$ cat config.mk
export PLATFORM = sky130hd
export DESIGN_NAME = nrx_hvgen
export DESIGN_NICKNAME = d
export VERILOG_FILES = /design/src/rtl/nrx_pkg.sv /design/src/rtl/nrx_hvgen.sv
export SDC_FILE = /design/constraint.sdc
export NUM_CORES = 1
export LEC_CHECK = 0
export BUFFER_PORTS_ARGS = -buffer_cell sky130_fd_sc_hd__buf_2
export CORE_MARGIN = 2
export CORE_UTILIZATION = 50
export DETAILED_ROUTE_END_ITERATION = 16
export PLACE_DENSITY = 0.74
export SKIP_LAST_GASP = 1
export SYNTH_ARGS = -nofsm -noshare
export SYNTH_HDL_FRONTEND = slang
export SYNTH_SLANG_ARGS = --single-unit
$ cat constraint.sdc
create_clock -name CLK24M -period 4.1 [get_ports CLK24M]
set_input_delay 0.82 -clock CLK24M [delete_from_list [all_inputs] [get_ports CLK24M]]
set_output_delay 0.82 -clock CLK24M [all_outputs]
set_load 0.05 [all_outputs]
$ cat src/rtl/nrx_pkg.sv
// Shared timing constants for the NRX video timing generator.
// Defaults describe a 384x264 raster with a 288x224 visible window.
package nrx_pkg;

  localparam int H_TOTAL_DEF  = 384;
  localparam int V_TOTAL_DEF  = 264;
  localparam int H_ACTIVE_DEF = 288;
  localparam int V_ACTIVE_DEF = 224;

  localparam int HSYNC_START = 312;
  localparam int HSYNC_WIDTH = 32;
  localparam int VSYNC_START = 240;
  localparam int VSYNC_WIDTH = 3;

  // Sync offsets are 4-bit two's complement; widen them to window arithmetic width.
  function automatic logic [9:0] sext_ofs(input logic [3:0] ofs);
    return {{6{ofs[3]}}, ofs};
  endfunction

endpackage

$ cat src/rtl/nrx_hvgen.sv
// Horizontal/vertical raster counter with registered blank, sync and frame outputs.
// Everything advances on a 1-in-4 pixel enable derived from CLK24M.
module nrx_hvgen
  import nrx_pkg::*;
#(
  parameter int H_TOTAL  = H_TOTAL_DEF,
  parameter int V_TOTAL  = V_TOTAL_DEF,
  parameter int H_ACTIVE = H_ACTIVE_DEF,
  parameter int V_ACTIVE = V_ACTIVE_DEF
) (
  input  logic       CLK24M,
  input  logic       RESET_n,
  input  logic [3:0] HOFS,
  input  logic [3:0] VOFS,
  output logic       PCLK_EN,
  output logic [8:0] HP,
  output logic [8:0] VP,
  output logic       HBLK,
  output logic       VBLK,
  output logic       HSYN,
  output logic       VSYN,
  output logic       FRAME
);

  localparam logic [8:0] H_LAST = 9'(H_TOTAL - 1);
  localparam logic [8:0] V_LAST = 9'(V_TOTAL - 1);
  localparam logic [8:0] H_ACT  = 9'(H_ACTIVE);
  localparam logic [8:0] V_ACT  = 9'(V_ACTIVE);

  logic [1:0] pre_q,  pre_d;
  logic       pclk_q, pclk_d;
  logic [8:0] hp_q,   hp_d;
  logic [8:0] vp_q,   vp_d;
  logic [3:0] hofs_q, hofs_d;
  logic [3:0] vofs_q, vofs_d;
  logic       hblk_q, hblk_d;
  logic       vblk_q, vblk_d;
  logic       hsyn_q, hsyn_d;
  logic       vsyn_q, vsyn_d;
  logic       frame_q, frame_d;

  logic       hwrap, vwrap;
  logic [9:0] hs_start, vs_start;

  // Decodes use the next counter values so blank/sync line up with HP/VP.
  always_comb begin
    pre_d   = pre_q + 2'd1;
    pclk_d  = (pre_q == 2'd3);
    hp_d    = hp_q;
    vp_d    = vp_q;
    hofs_d  = hofs_q;
    vofs_d  = vofs_q;
    hblk_d  = hblk_q;
    vblk_d  = vblk_q;
    hsyn_d  = hsyn_q;
    vsyn_d  = vsyn_q;
    frame_d = 1'b0;
    hwrap   = (hp_q == H_LAST);
    vwrap   = (vp_q == V_LAST);

    if (pclk_q) begin
      hp_d = hwrap ? '0 : hp_q + 9'd1;
      if (hwrap) begin
        vp_d = vwrap ? '0 : vp_q + 9'd1;
        if (vwrap) begin
          hofs_d = HOFS;
          vofs_d = VOFS;
        end
      end
    end

    hs_start = 10'(HSYNC_START) + sext_ofs(hofs_d);
    vs_start = 10'(VSYNC_START) + sext_ofs(vofs_d);

    if (pclk_q) begin
      hblk_d  = (hp_d >= H_ACT);
      vblk_d  = (vp_d >= V_ACT);
      hsyn_d  = ({1'b0, hp_d} >= hs_start) &&
                ({1'b0, hp_d} <  hs_start + 10'(HSYNC_WIDTH));
      if (hwrap) begin
        vsyn_d = ({1'b0, vp_d} >= vs_start) &&
                 ({1'b0, vp_d} <  vs_start + 10'(VSYNC_WIDTH));
      end
      frame_d = hwrap && (vp_d == V_ACT);
    end
  end

  always_ff @(posedge CLK24M or negedge RESET_n) begin
    if (!RESET_n) begin
      pre_q   <= '0;
      pclk_q  <= 1'b0;
      hp_q    <= '0;
      vp_q    <= '0;
      hofs_q  <= '0;
      vofs_q  <= '0;
      hblk_q  <= 1'b0;
      vblk_q  <= 1'b0;
      hsyn_q  <= 1'b0;
      vsyn_q  <= 1'b0;
      frame_q <= 1'b0;
    end else begin
      pre_q   <= pre_d;
      pclk_q  <= pclk_d;
      hp_q    <= hp_d;
      vp_q    <= vp_d;
      hofs_q  <= hofs_d;
      vofs_q  <= vofs_d;
      hblk_q  <= hblk_d;
      vblk_q  <= vblk_d;
      hsyn_q  <= hsyn_d;
      vsyn_q  <= vsyn_d;
      frame_q <= frame_d;
    end
  end

  assign PCLK_EN = pclk_q;
  assign HP      = hp_q;
  assign VP      = vp_q;
  assign HBLK    = hblk_q;
  assign VBLK    = vblk_q;
  assign HSYN    = hsyn_q;
  assign VSYN    = vsyn_q;
  assign FRAME   = frame_q;

endmodule

==> summary.md, run 1 <==
For the pin with the worst max-slew slack, the measured transition is 0.7404 ns. The tools report the number of nets in the layout as 273. The worst setup path is launched from a register. The number of nets with antenna violations after routing is 0. Share of the core filled with cells: 0.5984. Summed over all cells, the static leakage comes to 1.192 nW. The net count of the mapped netlist came out at 233.

In this run the critical register-to-register path is launched from HP[0]$_DFF_PN0_. The clock latency reported for the late side of the worst-skew pair was 0.29 ns. The run gives 34 as the count of clock tree sinks.

The tree is rooted in a sky130_fd_sc_hd__clkbuf_8. Counting flops with a built-in enable in the synthesized netlist gives 0. In this run the post-CTS setup repair buffer count came out at 0. After filler insertion, the fill cell instance count of the layout stands at 351. Clock-pin slew was measured on the worst setup and hold paths at 0.07 ns.

Measured along the x axis, the die boundary spans 68.51 µm. The logs give 0.4089 for the portion of the post-synthesis area used by sequential elements and 2 for the maximum buffer depth of the clock tree. The cell that appears most often on the critical path is sky130_fd_sc_hd__ha_1. In this run the cell area of the synthesized design comes to 2081 µm². The power density of the placed cells came out at 248.1 nW/µm². The class of the most critical setup path was register to register.

The first global-routing pass estimated 7.376 mm of wire. Along the worst path, the maximum fanout reaches 10. The fraction of registers with async set or reset after synthesis was 1.000; the final critical-path required period was 3.782 ns. The synthesized design contains 34 register bits.

Across the run, the number of max-cap violations was 0. For the total die area, the log shows 4694 µm². In this run the critical register-to-register path is captured at VSYN$_DFFE_PN0P_. Boundary pin count: 34. Ranked by total cell area, the synthesized netlist is headed by sky130_fd_sc_hd__dfrtp_1, sky130_fd_sc_hd__ha_1, sky130_fd_sc_hd__xnor2_1.

The clock network fraction of design power was 0.415; the worst hold path depth was 1. Number of placed cells counting well taps: 287. The path with the worst hold slack has its endpoint at pre_q[0]$_DFF_PN0_. For the aggregate global-route resource usage, the log shows 0.2203. TritonCTS built the clock tree.

The total setup violations reported at the end of the flow was 0. The layout overhead on the synthesized area is 15.03%. In this run the core area contains 23 standard-cell rows. On the critical path the largest part of the delay comes from simple AND/OR/NAND/NOR gates. Data arrives at the worst endpoint at 3.96 ns. Entering global routing, the biggest net connects 35 pins.

In this run the most critical hold path is launched from pre_q[0]$_DFF_PN0_. Excluding fillers, the count of instances in the completed layout stands at 293. The signal on the critical path passes through ha_1 > nand4_4 > or4_1 > nor2_4 > mux2_2 > nand2_1 > nor2_1 > ha_1 > inv_1 > ha_1 > o211ai_1 > a221oi_1 > o211ai_1 > a22o_1.

Synthesis produced 204 cells. The flow ran to the end, and the final reports show no timing, DRC or antenna violations. After global routing the overflow that remains totals 0. The via count of the first global-routing pass was 1584. For the initial DRC count, the log shows 148. The initial antenna violation count was 0. The count of instances resized after the clock tree is built was 0. The worst-case IR drop observed on VDD is 0.1781 mV.

The largest single stage delay on the critical path is 0.58 ns. The final count of pins violating max slew was 0. The portion of the clock cycle consumed by the worst path in the final layout is 0.9224, and the hold buffer count at CTS is 0. Setup repair after global routing left no endpoint under its margin.

The clock tree skew after final layout is 0.004112 ns, and the via count normalized by instance count is 5.614. Sequential share of power: 0.565. Counting the buffers created by CTS gives 5.

The count of buffers inserted at the top-level ports is 33. DRC violation count after routing: 0. For the combinational share of power, the log shows 0.020. The repair_antennas step left the layout with diodes totalling 0.

CTS built an H-tree with a depth of 2. The highest clock frequency the design can meet is 264.4 MHz, and the net switching component of the power is 0.0001255 W. The biggest area contributor in the post-synthesis netlist is sky130_fd_sc_hd__dfrtp_1. The logs give 0.5064 for the worst slew margin relative to its limit and 0 ns for the total negative setup slack. The tools report the initial standard-cell utilization of the core as 0.5202.

The path category of the worst min-delay check is register to register. Counting buffers and inverters, the worst setup path is 14 cells deep. A synthesized cell averages 10.20 µm².

On the critical path, the stage with the largest delay is an instance of sky130_fd_sc_hd__or4_1. The number of warnings printed during yosys synthesis is 0. Ratio of cells with drive above 1 in the final layout: 0.2346. The area of the core was 4000 µm²; the vertical die dimension was 68.51 µm. At the worst endpoint, the required time is 4.28 ns. For the worst-case register-to-register setup slack, the log shows 0.32 ns. Switching part of the total power: 0.2113.

The total count of hold-check failures in the final report was 0; the number of buffers and inverters on the critical path was 1. The number of detailed-route iterations in the first pass came out at 4. The internal portion of the total power is 0.0004683 W. Placed wire-length estimate after detailed placement: 3.345 mm. The wire length per cell after detailed routing was 14.84 µm.

The area fraction of the dominant cell type after synthesis works out to 0.4089. Synthesis instantiated 47 different standard cells from the library. The most frequently used flop master after synthesis is sky130_fd_sc_hd__dfrtp_1. The routability-driven placement congestion ratio was 0.8684; the number of vias in the routed layout was 1645. The worst setup path is captured at a register.

The routed design has 4.347 mm of wire. The worst register-to-register path has a depth of 14.
==> synthesized netlist by cell type, types with 2 or more instances <==
cell type                  count
sky130_fd_sc_hd__ha_1         19
sky130_fd_sc_hd__nor2_1       12
sky130_fd_sc_hd__a31oi_1       3
sky130_fd_sc_hd__dfrtp_1      34
sky130_fd_sc_hd__and3_1        4
sky130_fd_sc_hd__xor2_1        3
sky130_fd_sc_hd__nor2b_1       2
sky130_fd_sc_hd__and2_1        2
sky130_fd_sc_hd__o21ai_0       8
sky130_fd_sc_hd__nand2_1      16
sky130_fd_sc_hd__o21a_1        5
sky130_fd_sc_hd__a21o_1        2
sky130_fd_sc_hd__nand3_1       9
sky130_fd_sc_hd__inv_1        17
sky130_fd_sc_hd__nor4_1        2
sky130_fd_sc_hd__mux2_2        7
sky130_fd_sc_hd__mux2i_1       4
sky130_fd_sc_hd__nand4_1       3
sky130_fd_sc_hd__o211ai_1      2
sky130_fd_sc_hd__nor3_1        6
sky130_fd_sc_hd__xnor2_1      12
sky130_fd_sc_hd__a21oi_1       7
==> logic make-up after synthesis <==
| kind of cell | synth area share |
|---|---|
| buffers and inverters | 0.04028 |
| AO/OA/AOI/OAI | 0.1118 |
| other | 0.001802 |
| XOR/XNOR | 0.07096 |
| AND/OR/NAND/NOR | 0.1876 |
| flip-flops | 0.4089 |
| adder cells (fa/ha/maj) | 0.1143 |
| multiplexers | 0.06434 |
==> final cells by class <==
class	count	area (µm²)	area share
inverters	17	63.81	0.02666
flip-flops and latches	34	850.8	0.3555
multi-input cells	150	1146	0.4788
repair buffers	36	187.7	0.07841
well taps	50	62.56	0.02614
clock buffers	6	82.58	0.03450
==> through the flow <==
stage                     setup slack [ns]  hold WS, ns  total power, W  instance area [µm²]
after CTS                           0.2885       0.4499       0.0006014                 2394
after global routing               0.06784       0.4662       0.0006207                 2394
after detailed placement            0.3158       0.4398       0.0003542                 2311
final                               0.3182       0.4378       0.0005938                 2394
after global placement              0.4294       0.4199       0.0003541                 2311
after floorplan                     0.2615       0.4006       0.0003426                 2081
==> cells in the final DEF (no fill, tap or decap), types with 2 or more instances in the layout <==
| cell type | n |
|---|---|
| sky130_fd_sc_hd__o21a_1 | 5 |
| sky130_fd_sc_hd__a31oi_1 | 3 |
| sky130_fd_sc_hd__a21o_1 | 2 |
| sky130_fd_sc_hd__a21oi_1 | 7 |
| sky130_fd_sc_hd__clkbuf_8 | 6 |
| sky130_fd_sc_hd__o21ai_0 | 8 |
| sky130_fd_sc_hd__nor2b_1 | 2 |
| sky130_fd_sc_hd__nand2_1 | 16 |
| sky130_fd_sc_hd__mux2_2 | 7 |
| sky130_fd_sc_hd__buf_2 | 33 |
| sky130_fd_sc_hd__nor4_1 | 2 |
| sky130_fd_sc_hd__o211ai_1 | 2 |
| sky130_fd_sc_hd__nor3_1 | 6 |
| sky130_fd_sc_hd__and2_1 | 2 |
| sky130_fd_sc_hd__inv_1 | 17 |
| sky130_fd_sc_hd__xor2_1 | 3 |
| sky130_fd_sc_hd__dfrtp_1 | 34 |
| sky130_fd_sc_hd__and3_1 | 4 |
| sky130_fd_sc_hd__mux2i_1 | 4 |
| sky130_fd_sc_hd__nor2_1 | 12 |
| sky130_fd_sc_hd__nand3_1 | 9 |
| sky130_fd_sc_hd__nand4_1 | 3 |
| sky130_fd_sc_hd__xnor2_1 | 12 |
| sky130_fd_sc_hd__buf_4 | 3 |
| sky130_fd_sc_hd__ha_1 | 19 |
==> worst max path at each step <==
stage	start	end
3_3_place_gp	HP[0]$_DFF_PN0_	VSYN$_DFFE_PN0P_
5_1_grt	HP[0]$_DFF_PN0_	HSYN$_DFFE_PN0P_
4_1_cts	HP[0]$_DFF_PN0_	VSYN$_DFFE_PN0P_
2_1_floorplan	HP[0]$_DFF_PN0_	VSYN$_DFFE_PN0P_
3_5_place_dp	HP[0]$_DFF_PN0_	VSYN$_DFFE_PN0P_
6_report	HP[0]$_DFF_PN0_	VSYN$_DFFE_PN0P_
==> sequential cells by signal, summed over array words and instances, names as in the netlist <==
register	flops
HSYN	1
VSYN	1
pre_q	2
FRAME	1
hofs_q	4
VBLK	1
vofs_q	4
HP	9
PCLK_EN	1
VP	9
HBLK	1
==> layer usage <==
layer	vias up	track usage	wire length [µm]
met5	-	0	0
met2	41	0.3474	2175
met1	788	0.2836	1865
li1	808	-	-
met4	0	0.09000	87
met3	8	0.06331	219
==> power by group through the flow <==
stage	Clock [W]	Combinational [W]	Sequential, W
4_1_cts	0.000253	0.0000126	0.000335
3_5_place_dp	0	0.0000125	0.000342
5_1_grt	0.000271	0.0000142	0.000335
2_1_floorplan	0	0.000000849	0.000342
6_report	0.000246	0.0000119	0.000335
3_3_place_gp	0	0.0000124	0.000342
Note: power is estimated with default switching activity, not from simulation.
==> run 2, diff against run 1 <==
--- a/config.mk
+++ b/config.mk
@@ -6,10 +6,12 @@
 export NUM_CORES = 1
 export LEC_CHECK = 0
 export BUFFER_PORTS_ARGS = -buffer_cell sky130_fd_sc_hd__buf_2
-export CORE_MARGIN = 2
-export CORE_UTILIZATION = 50
+export CELL_PAD_IN_SITES_DETAIL_PLACEMENT = 1
+export CELL_PAD_IN_SITES_GLOBAL_PLACEMENT = 1
+export CORE_MARGIN = 8
+export CORE_UTILIZATION = 43
 export DETAILED_ROUTE_END_ITERATION = 16
-export PLACE_DENSITY = 0.74
+export PLACE_DENSITY = 0.8
 export SKIP_LAST_GASP = 1
 export SYNTH_ARGS = -nofsm -noshare
 export SYNTH_HDL_FRONTEND = slang
==> constraint.sdc (replaced) <==
create_clock -name CLK24M -period 3.65 [get_ports CLK24M]
set_input_delay 0.73 -clock CLK24M [delete_from_list [all_inputs] [get_ports CLK24M]]
set_output_delay 0.73 -clock CLK24M [all_outputs]
set_load 0.05 [all_outputs]
==> run 2 against run 1 <==
Non-clock buffer count increased by 13. Wire length increased by 28%. Clock skew increased by 0.0065 ns. Global-route usage decreased by 5.9 points. First-iteration DRC count decreased by 62%. Core utilization decreased by 5.5 points. Clock power increased by 19%. Via count increased by 4.1%.
==> summary.md, run 2 (same netlist as run 1, synthesis figures left out) <==
The total die area was 7321 µm² (+56%); the number of buffers and inverters on the critical path was 1 (unchanged). For the initial antenna violation count, the log shows 0 (unchanged). TritonCTS built the clock tree. The startpoint identified for the worst register-to-register timing path is HP[0]$_DFF_PN0_. The placed wire-length estimate after detailed placement came out at 4.184 mm (+25%). The total congestion overflow is 0 (unchanged), and the power density of the placed cells is 267.8 nW/µm² (+7.9%).

The switching part of the total power is 0.2212 (+0.009899), and the final critical-path required period is 3.419 ns (-0.3626 ns). The tools report the combinational share of power as 0.021 (about the same). The maximum buffer depth of the clock tree came out at 2 (unchanged). The total setup violations reported at the end of the flow is 0 (unchanged). The worst setup path is captured at a register. In this run the worst hold path is classified as register to register. The logs give 4692 µm² (+17%) for the area of the core and 0.29 ns (about the same) for the clock latency reported for the late side of the worst-skew pair. The kind of cell with the highest combined delay along the critical path is simple AND/OR/NAND/NOR gates.

The hold buffer count at CTS came out at 0 (unchanged). Setup repair after global routing left no endpoint under its margin. The count of clock tree sinks came out at 34 (unchanged).

The via count of the first global-routing pass was 1802 (+14%); the count of standard-cell rows was 25 (+8.7%). The final count of pins violating max slew was 0 (unchanged); the portion of the clock cycle consumed by the worst path in the final layout was 0.9368 (+0.01439). The antenna diode count was 0 (unchanged); the clock slew at the register clock pins of the worst setup and hold paths was 0.07 ns (about the same). The clock tree skew after final layout came out at 0.01066 ns (+0.006544 ns). STA classifies the critical path startpoint as a register. For the leakage dissipation, the log shows 1.260 nW (+5.7%). The peak per-stage delay on the critical path works out to 0.53 ns (-0.05 ns).

The worst setup path is of the register to register kind. The number of nets in the layout is 286 (+4.8%), and the wire length per cell after detailed routing is 17.85 µm (+20%). The routability-driven placement congestion ratio came out at 0.8259 (-4.9%). The total count of hold-check failures in the final report was 0 (unchanged); the worst setup slack after layout was 0.2308 ns (-0.08744 ns). The run gives 2 (unchanged) as the number of H-tree levels. Sequential share of power: 0.551 (-0.014).

The worst setup path startpoint was HP[0]$_DFF_PN0_. The maximum fanout encountered on the critical timing path works out to 7 (-3). The highest clock frequency the design can meet is 292.5 MHz (+11%), and the total area of sequential cells is 853.3 µm² (+0.29%).

For the internal portion of total power, the log shows 0.0005321 W (+14%). The slew at the pin closest to its max-slew limit works out to 0.7564 ns (+0.01593 ns). The run gives 0.428 (+0.013) as the clock network fraction of design power. The run gives 0.09270 ns (-0.2231 ns) as the minimum setup slack after placement. The combined area of the multi-input logic cells is 1186 µm² (+3.5%), and the maximum number of pins on one net before global-route repair is 35 (unchanged).

The run gives 0 (unchanged) as the number of nets with antenna violations after routing. The run gives 3.64 ns (-0.32 ns) as the critical path data arrival time. The routed wire length is 5.568 mm (+28%).

Total negative setup slack: 0 ns (unchanged). The horizontal die dimension is 85.56 µm (+25%). The required time reported for the critical path endpoint was 3.87 ns (-0.41 ns). Leaving out fill and tap cells, the most frequent cell in the layout is sky130_fd_sc_hd__buf_2.

The number of detailed-route iterations in the first pass was 4 (unchanged). The initial standard-cell utilization of the core came out at 0.4435 (-0.07671). The count of buffers inserted at the top-level ports came out at 33 (unchanged). The run gives 0.2021 mV (+13%) as the worst supply voltage drop on vdd. The ratio of cells with drive above 1 in the final layout was 0.3140 (+0.07939); the boundary pin count was 34 (unchanged). Net switching component of the power: 0.0001511 W (+20%). Share of the core filled with cells: 0.5437 (-0.05464).

The number of clock buffers inserted by TritonCTS was 5 (unchanged); the number of filler instances in the final layout was 553 (+58%). The worst slew margin relative to its limit is 0.4958 (-0.01062). The cell with the largest stage delay on the worst path is sky130_fd_sc_hd__or4_4. The buffer type at the clock tree root was sky130_fd_sc_hd__clkbuf_8. In the layout the commonest cells are sky130_fd_sc_hd__buf_2, sky130_fd_sc_hd__dfrtp_1, sky130_fd_sc_hd__ha_1.

The number of vias in the routed layout was 1713 (+4.1%); the first-pass GRT wire length was 9.370 mm (+27%). The worst min-delay path startpoint was pre_q[0]$_DFF_PN0_. The run finished with clean final reports. The initial DRC count was 56 (-62%); the layout overhead on the synthesized area was 22.61%. The dominant cell type by count on the critical path was sky130_fd_sc_hd__o211ai_1. The vertical die dimension was 85.56 µm (+25%); the DRC violation count after routing was 0 (unchanged). The critical path goes through ha_4 > nand4_4 > or4_4 > nor2_4 > buf_4 > mux2_4 > xnor2_1 > ha_1 > nor2b_1 > o21a_1 > o211ai_1 > a221oi_2 > o211ai_1 > a22o_1. The via count normalized by instance count is 5.490 (-2.2%). For the aggregate global-route resource usage, the log shows 0.1613 (-0.05901). The number of max-capacitance violations reported is 0 (unchanged).
[run 2: layout make-up]
| type | count | share of cell area |
|---|---|---|
| clock buffer | 6 | 0.03237 |
| clock inverter | 2 | 0.004904 |
| inverter | 17 | 0.02501 |
| multi-input combinational | 150 | 0.4649 |
| sequential | 34 | 0.3345 |
| tap | 54 | 0.02648 |
| timing repair buffer | 49 | 0.1118 |
[run 2: per-layer routing]
metal / routed length (µm) / part of all wire / up-vias / track usage
met5: 0 / 0 / - / 0
met4: 96 / 0.017 / 0 / 0.06051
met3: 191 / 0.034 / 7 / 0.03343
met2: 2732 / 0.49 / 26 / 0.2715
met1: 2547 / 0.46 / 850 / 0.1972
li1: - / - / 830 / -
[run 2: stage by stage]
step                      power [W]  hold slack (ns)  std cells  cell area (µm²)
after floorplan           0.0003849           0.4006        204             2083
after global placement    0.0003983           0.4123        301             2394
after detailed placement  0.0003982           0.4218        301             2394
after CTS                 0.0006923           0.4324        309             2489
after global routing      0.0007060           0.4553        312             2551
final                     0.0006832           0.4279        312             2551
[run 2: worst paths after layout]
path / cells after the start / slack (ns) / endpoint
min in group asynchronous: 1 / 0.51 / HP[2]$_DFF_PN0_
setup reg to reg: 14 / 0.23 / VSYN$_DFFE_PN0P_
hold reg to reg: 1 / 0.43 / pre_q[0]$_DFF_PN0_
hold / removal: 1 / 0.43 / pre_q[0]$_DFF_PN0_
setup / recovery: 14 / 0.23 / VSYN$_DFFE_PN0P_
max in group asynchronous: 1 / 2.62 / HP[0]$_DFF_PN0_
[run 2: power by group through the flow]
stage	sequential [W]	clock (W)	combinational, W
5_1_grt	0.000376	0.000313	0.0000171
4_1_cts	0.000376	0.000301	0.0000146
3_5_place_dp	0.000384	0	0.0000144
2_1_floorplan	0.000384	0	0.000000953
3_3_place_gp	0.000384	0	0.0000145
6_report	0.000377	0.000293	0.0000141
[run 2: what timing repair did]
item | 4_1_cts | 5_1_grt
endpoints found under the setup margin | 0 | 2
buffers inserted | 0 | 3
resized for setup | 0 | 8
==> run 3, diff against run 2 <==
--- a/config.mk
+++ b/config.mk
@@ -5,13 +5,15 @@
 export SDC_FILE = /design/constraint.sdc
 export NUM_CORES = 1
 export LEC_CHECK = 0
+export ABC_AREA = 1
 export BUFFER_PORTS_ARGS = -buffer_cell sky130_fd_sc_hd__buf_2
 export CELL_PAD_IN_SITES_DETAIL_PLACEMENT = 1
 export CELL_PAD_IN_SITES_GLOBAL_PLACEMENT = 1
 export CORE_MARGIN = 8
-export CORE_UTILIZATION = 43
+export CORE_UTILIZATION = 42
 export DETAILED_ROUTE_END_ITERATION = 16
-export PLACE_DENSITY = 0.8
+export MAX_ROUTING_LAYER = met4
+export PLACE_DENSITY = 0.82
 export SKIP_LAST_GASP = 1
 export SYNTH_ARGS = -nofsm -noshare
 export SYNTH_HDL_FRONTEND = slang
==> run 3 against run 2 <==
Register-to-register slack better by 0.35 ns. Die area up 9.2%. Fmax up 11%. Sequential power hardly changed.
==> summary.md, run 3 <==
The number of synthesized register bits came out at 34 (unchanged). The most used flip-flop cell after synthesis is sky130_fd_sc_hd__dfrtp_1. The family of cells with the greatest summed delay on the critical path was simple AND/OR/NAND/NOR gates. The tree is rooted in a sky130_fd_sc_hd__clkbuf_8.

The worst setup path is captured at a register. The antenna diode count was 0 (unchanged); the share of the core filled with cells was 0.5056 (-0.03813). For the count of clock tree sinks, the log shows 34 (unchanged). After synthesis, the most frequently instantiated cells are sky130_fd_sc_hd__nand2_1, sky130_fd_sc_hd__inv_1, sky130_fd_sc_hd__dfrtp_1. For the count of standard-cell rows, the log shows 26 (+4.0%). The run gives 0 (unchanged) as the final count of pins violating max slew. The critical path goes through ha_1 > nand2_2 > clkinv_1 > nand2_1 > nor2_4 > nand4_4 > o21ai_2 > inv_1 > xor2_2 > ha_1 > nand2_1 > inv_1 > nand2_1 > nand3_1 > a21oi_1 > o21bai_1 > a21oi_1 > nand2_1 > nand2_1.

The logs give 0.4897 (-0.006084) for the worst slew margin relative to its limit and 2263 µm² (+8.8%) for the combined area of all synthesized cells. The worst setup path is launched from a register. By area the synthesized netlist is led by sky130_fd_sc_hd__dfrtp_1, sky130_fd_sc_hd__nand2_1, sky130_fd_sc_hd__ha_1. DRC violation count after routing: 0 (unchanged). The count of instances resized after the clock tree is built is 0 (unchanged), and the maximum fanout encountered on the critical timing path is 10 (+3).

The number of detailed-route iterations in the first pass was 4 (unchanged); the routability-driven placement congestion ratio was 0.8815 (+6.7%). For the net count of the mapped netlist, the log shows 323 (+39%). The critical register-to-register path startpoint was VP[1]$_DFF_PN0_. The dominant cell type by count on the critical path was sky130_fd_sc_hd__nand2_1. The most frequent cell after synthesis was sky130_fd_sc_hd__nand2_1. The tools report the number of clock buffers inserted by TritonCTS as 5 (unchanged). The run gives 90 (+61%) as the initial DRC count.

The tools report the endpoint of the worst hold path as pre_q[0]$_DFF_PN0_. The hold slack was 0.4575 ns (+0.02961 ns). The total count of hold-check failures in the final report was 0 (unchanged). The number of nets with antenna violations after routing is 0 (unchanged), and the area fraction of the dominant cell type after synthesis is 0.3759 (-0.03300). The path class of the tightest hold or removal check is register to register.

The portion of the post-synthesis area used by sequential elements came out at 0.3759 (-0.03300). The tools report the required time reported for the critical path endpoint as 3.88 ns (about the same). The aggregate global-route resource usage was 0.1832 (+0.02191).

The worst register-to-register path ends at VSYN$_DFFE_PN0P_. Initial antenna violation count: 0 (unchanged). The highest clock frequency the design can meet is 325.7 MHz (+11%). Worst-case register-to-register setup slack: 0.58 ns (+0.35 ns). The wire length per cell after detailed routing is 15.30 µm (-14%), and the routed wire length is 6.181 mm (+11%). Slew at the pin closest to its max-slew limit: 0.7655 ns (+0.009126 ns). Total die area: 7994 µm² (+9.2%).

The maximum number of pins on one net before global-route repair is 35 (unchanged). For the count of different cell masters after synthesis, the log shows 33 (-30%). The most area-hungry cell type in the Yosys netlist is sky130_fd_sc_hd__dfrtp_1. Length in cells of the worst reg-to-reg path: 19 (+5).

The final critical-path required period came out at 3.071 ns (-0.3485 ns). Setup repair after global routing left no endpoint under its margin. The ratio of cells with drive above 1 in the final layout came out at 0.1976 (-0.1163).

The run gives 0.5793 ns (+0.3485 ns) as the worst setup slack after layout. The clock latency reported for the late side of the worst-skew pair is 0.29 ns (about the same). The run finished with clean final reports.

Instance count of the mapped netlist: 294 (+44%). The vertical die dimension is 89.41 µm (+4.5%), and the boundary pin count is 34 (unchanged). The layout overhead on the synthesized area works out to 14.81%. The number of warnings printed during yosys synthesis was 0 (unchanged); the via count normalized by instance count was 4.876 (-11%). The power density of the placed cells was 260.9 nW/µm² (-2.6%). Count of buffers inserted at the top-level ports: 33 (unchanged). The tools report the worst supply voltage drop on vdd as 0.1343 mV (-34%). The number of nets in the layout is 362 (+27%), and the leakage dissipation is 1.601 nW (+27%).

The number of flops mapped to enable cells by yosys is 0 (unchanged). TritonCTS built the clock tree. The horizontal die dimension works out to 89.41 µm (+4.5%).

For the initial standard-cell utilization of the core, the log shows 0.4404 (-0.003106). The total negative setup slack is 0 ns (unchanged). The library cell used most frequently in the layout, excluding fill and tap cells, is sky130_fd_sc_hd__nand2_1.

The total power came out at 0.0006780 W (-0.77%). The number of H-tree levels was 2 (unchanged); the fraction of registers with async set or reset after synthesis was 1.000 (unchanged). The clock slew at the register clock pins of the worst setup and hold paths was 0.08 ns (about the same). The portion of the clock cycle consumed by the worst path in the final layout is 0.8413 (-0.09549).

The maximum buffer depth of the clock tree was 2 (unchanged); the number of max-capacitance violations reported was 0 (unchanged). For the first-pass GRT wire length, the log shows 10.92 mm (+17%). The average instance area after synthesis was 7.699 µm² (-25%). The slowest stage of the critical path is the sky130_fd_sc_hd__dfrtp_1 cell. The critical path data arrival time came out at 3.30 ns (-0.34 ns).

The worst hold path depth came out at 1 (unchanged). The hold buffer count at CTS was 0 (unchanged). The run gives 1970 (+15%) as the number of vias in the routed layout.

Via count of the first global-routing pass: 2231 (+24%). The clock tree skew after final layout was 0.007447 ns (-0.003208 ns). The class of the most critical setup path was register to register.

Worst min-delay path startpoint: pre_q[0]$_DFF_PN0_. The number of buffers and inverters on the critical path was 3 (+2); the count of buffers added by post-CTS timing repair for setup was 0 (unchanged). The logs give 0.6706 ns (+0.5779 ns) for the minimum setup slack after placement and 4.889 mm (+17%) for the placed wire-length estimate after detailed placement. The area of the core came out at 5140 µm² (+9.5%). In the layout the commonest cells are sky130_fd_sc_hd__nand2_1, sky130_fd_sc_hd__inv_1, sky130_fd_sc_hd__dfrtp_1. For the total setup violations reported at the end of the flow, the log shows 0 (unchanged).

The tools report the total congestion overflow as 0 (unchanged). The peak per-stage delay on the critical path came out at 0.45 ns (-0.08 ns).
[run 3: routing by layer]
metal / up-vias / track usage / part of all wire
li1: 996 / - / -
met1: 937 / 0.2182 / 0.47
met2: 31 / 0.3098 / 0.49
met3: 6 / 0.03217 / 0.031
met4: 0 / 0.04985 / 0.013
met5: - / - / 0
[run 3: stage by stage]
step,instances,area (µm²)
2_1_floorplan,294,2263
3_3_place_gp,396,2509
3_5_place_dp,396,2509
4_1_cts,404,2599
5_1_grt,404,2599
6_report,404,2599
[run 3: how the worst max path moves through the flow]
stage,startpoint,end,slack (ns),cells past startpoint
final,VP[1]$_DFF_PN0_,VSYN$_DFFE_PN0P_,0.58,19
after global routing,VP[1]$_DFF_PN0_,VSYN$_DFFE_PN0P_,0.29,20
after CTS,VP[1]$_DFF_PN0_,VSYN$_DFFE_PN0P_,0.58,19
after detailed placement,VP[1]$_DFF_PN0_,VSYN$_DFFE_PN0P_,0.67,19
after global placement,VP[1]$_DFF_PN0_,VSYN$_DFFE_PN0P_,0.72,19
after floorplan,VP[1]$_DFF_PN0_,VSYN$_DFFE_PN0P_,0.73,18
[run 3: cell type report]
type / count / area, µm²
clock inverters: 3 / 21.27
inverters: 58 / 217.7
well taps: 70 / 87.58
flip-flops and latches: 34 / 850.8
multi-input cells: 201 / 1187
fillers: 677 / 2541
repair buffers: 33 / 165.2
clock buffers: 5 / 68.82
[run 3: power breakdown]
part | switching [W] | leakage (nW) | internal, W
Sequential | 0 | 0.440 | 0.000376
Combinational | 0.00000922 | 1.12 | 0.00000353
Clock | 0.000155 | 0.0441 | 0.000134
[run 3: kinds of logic after synthesis]
| kind of cell | Yosys count | synth area share |
|---|---|---|
| other | 1 | 0.001657 |
| buffers and inverters | 59 | 0.09950 |
| AOI/OAI and AO/OA | 27 | 0.08016 |
| and+or+nand+nor | 148 | 0.3112 |
| DFF | 34 | 0.3759 |
| xor gates and xnor gates | 6 | 0.02654 |
| adders and majority gates | 19 | 0.1050 |
[run 3: worst register-to-register path, delay by kind of cell, from the launching register on]
family / cells / cell delay, ns
AOI/OAI and AO/OA: 4 / 0.67
xor gates and xnor gates: 1 / 0.19
adders and majority gates: 2 / 0.53
buffers and inverters: 3 / 0.23
DFF: 1 / 0.45
and+or+nand+nor: 9 / 0.94
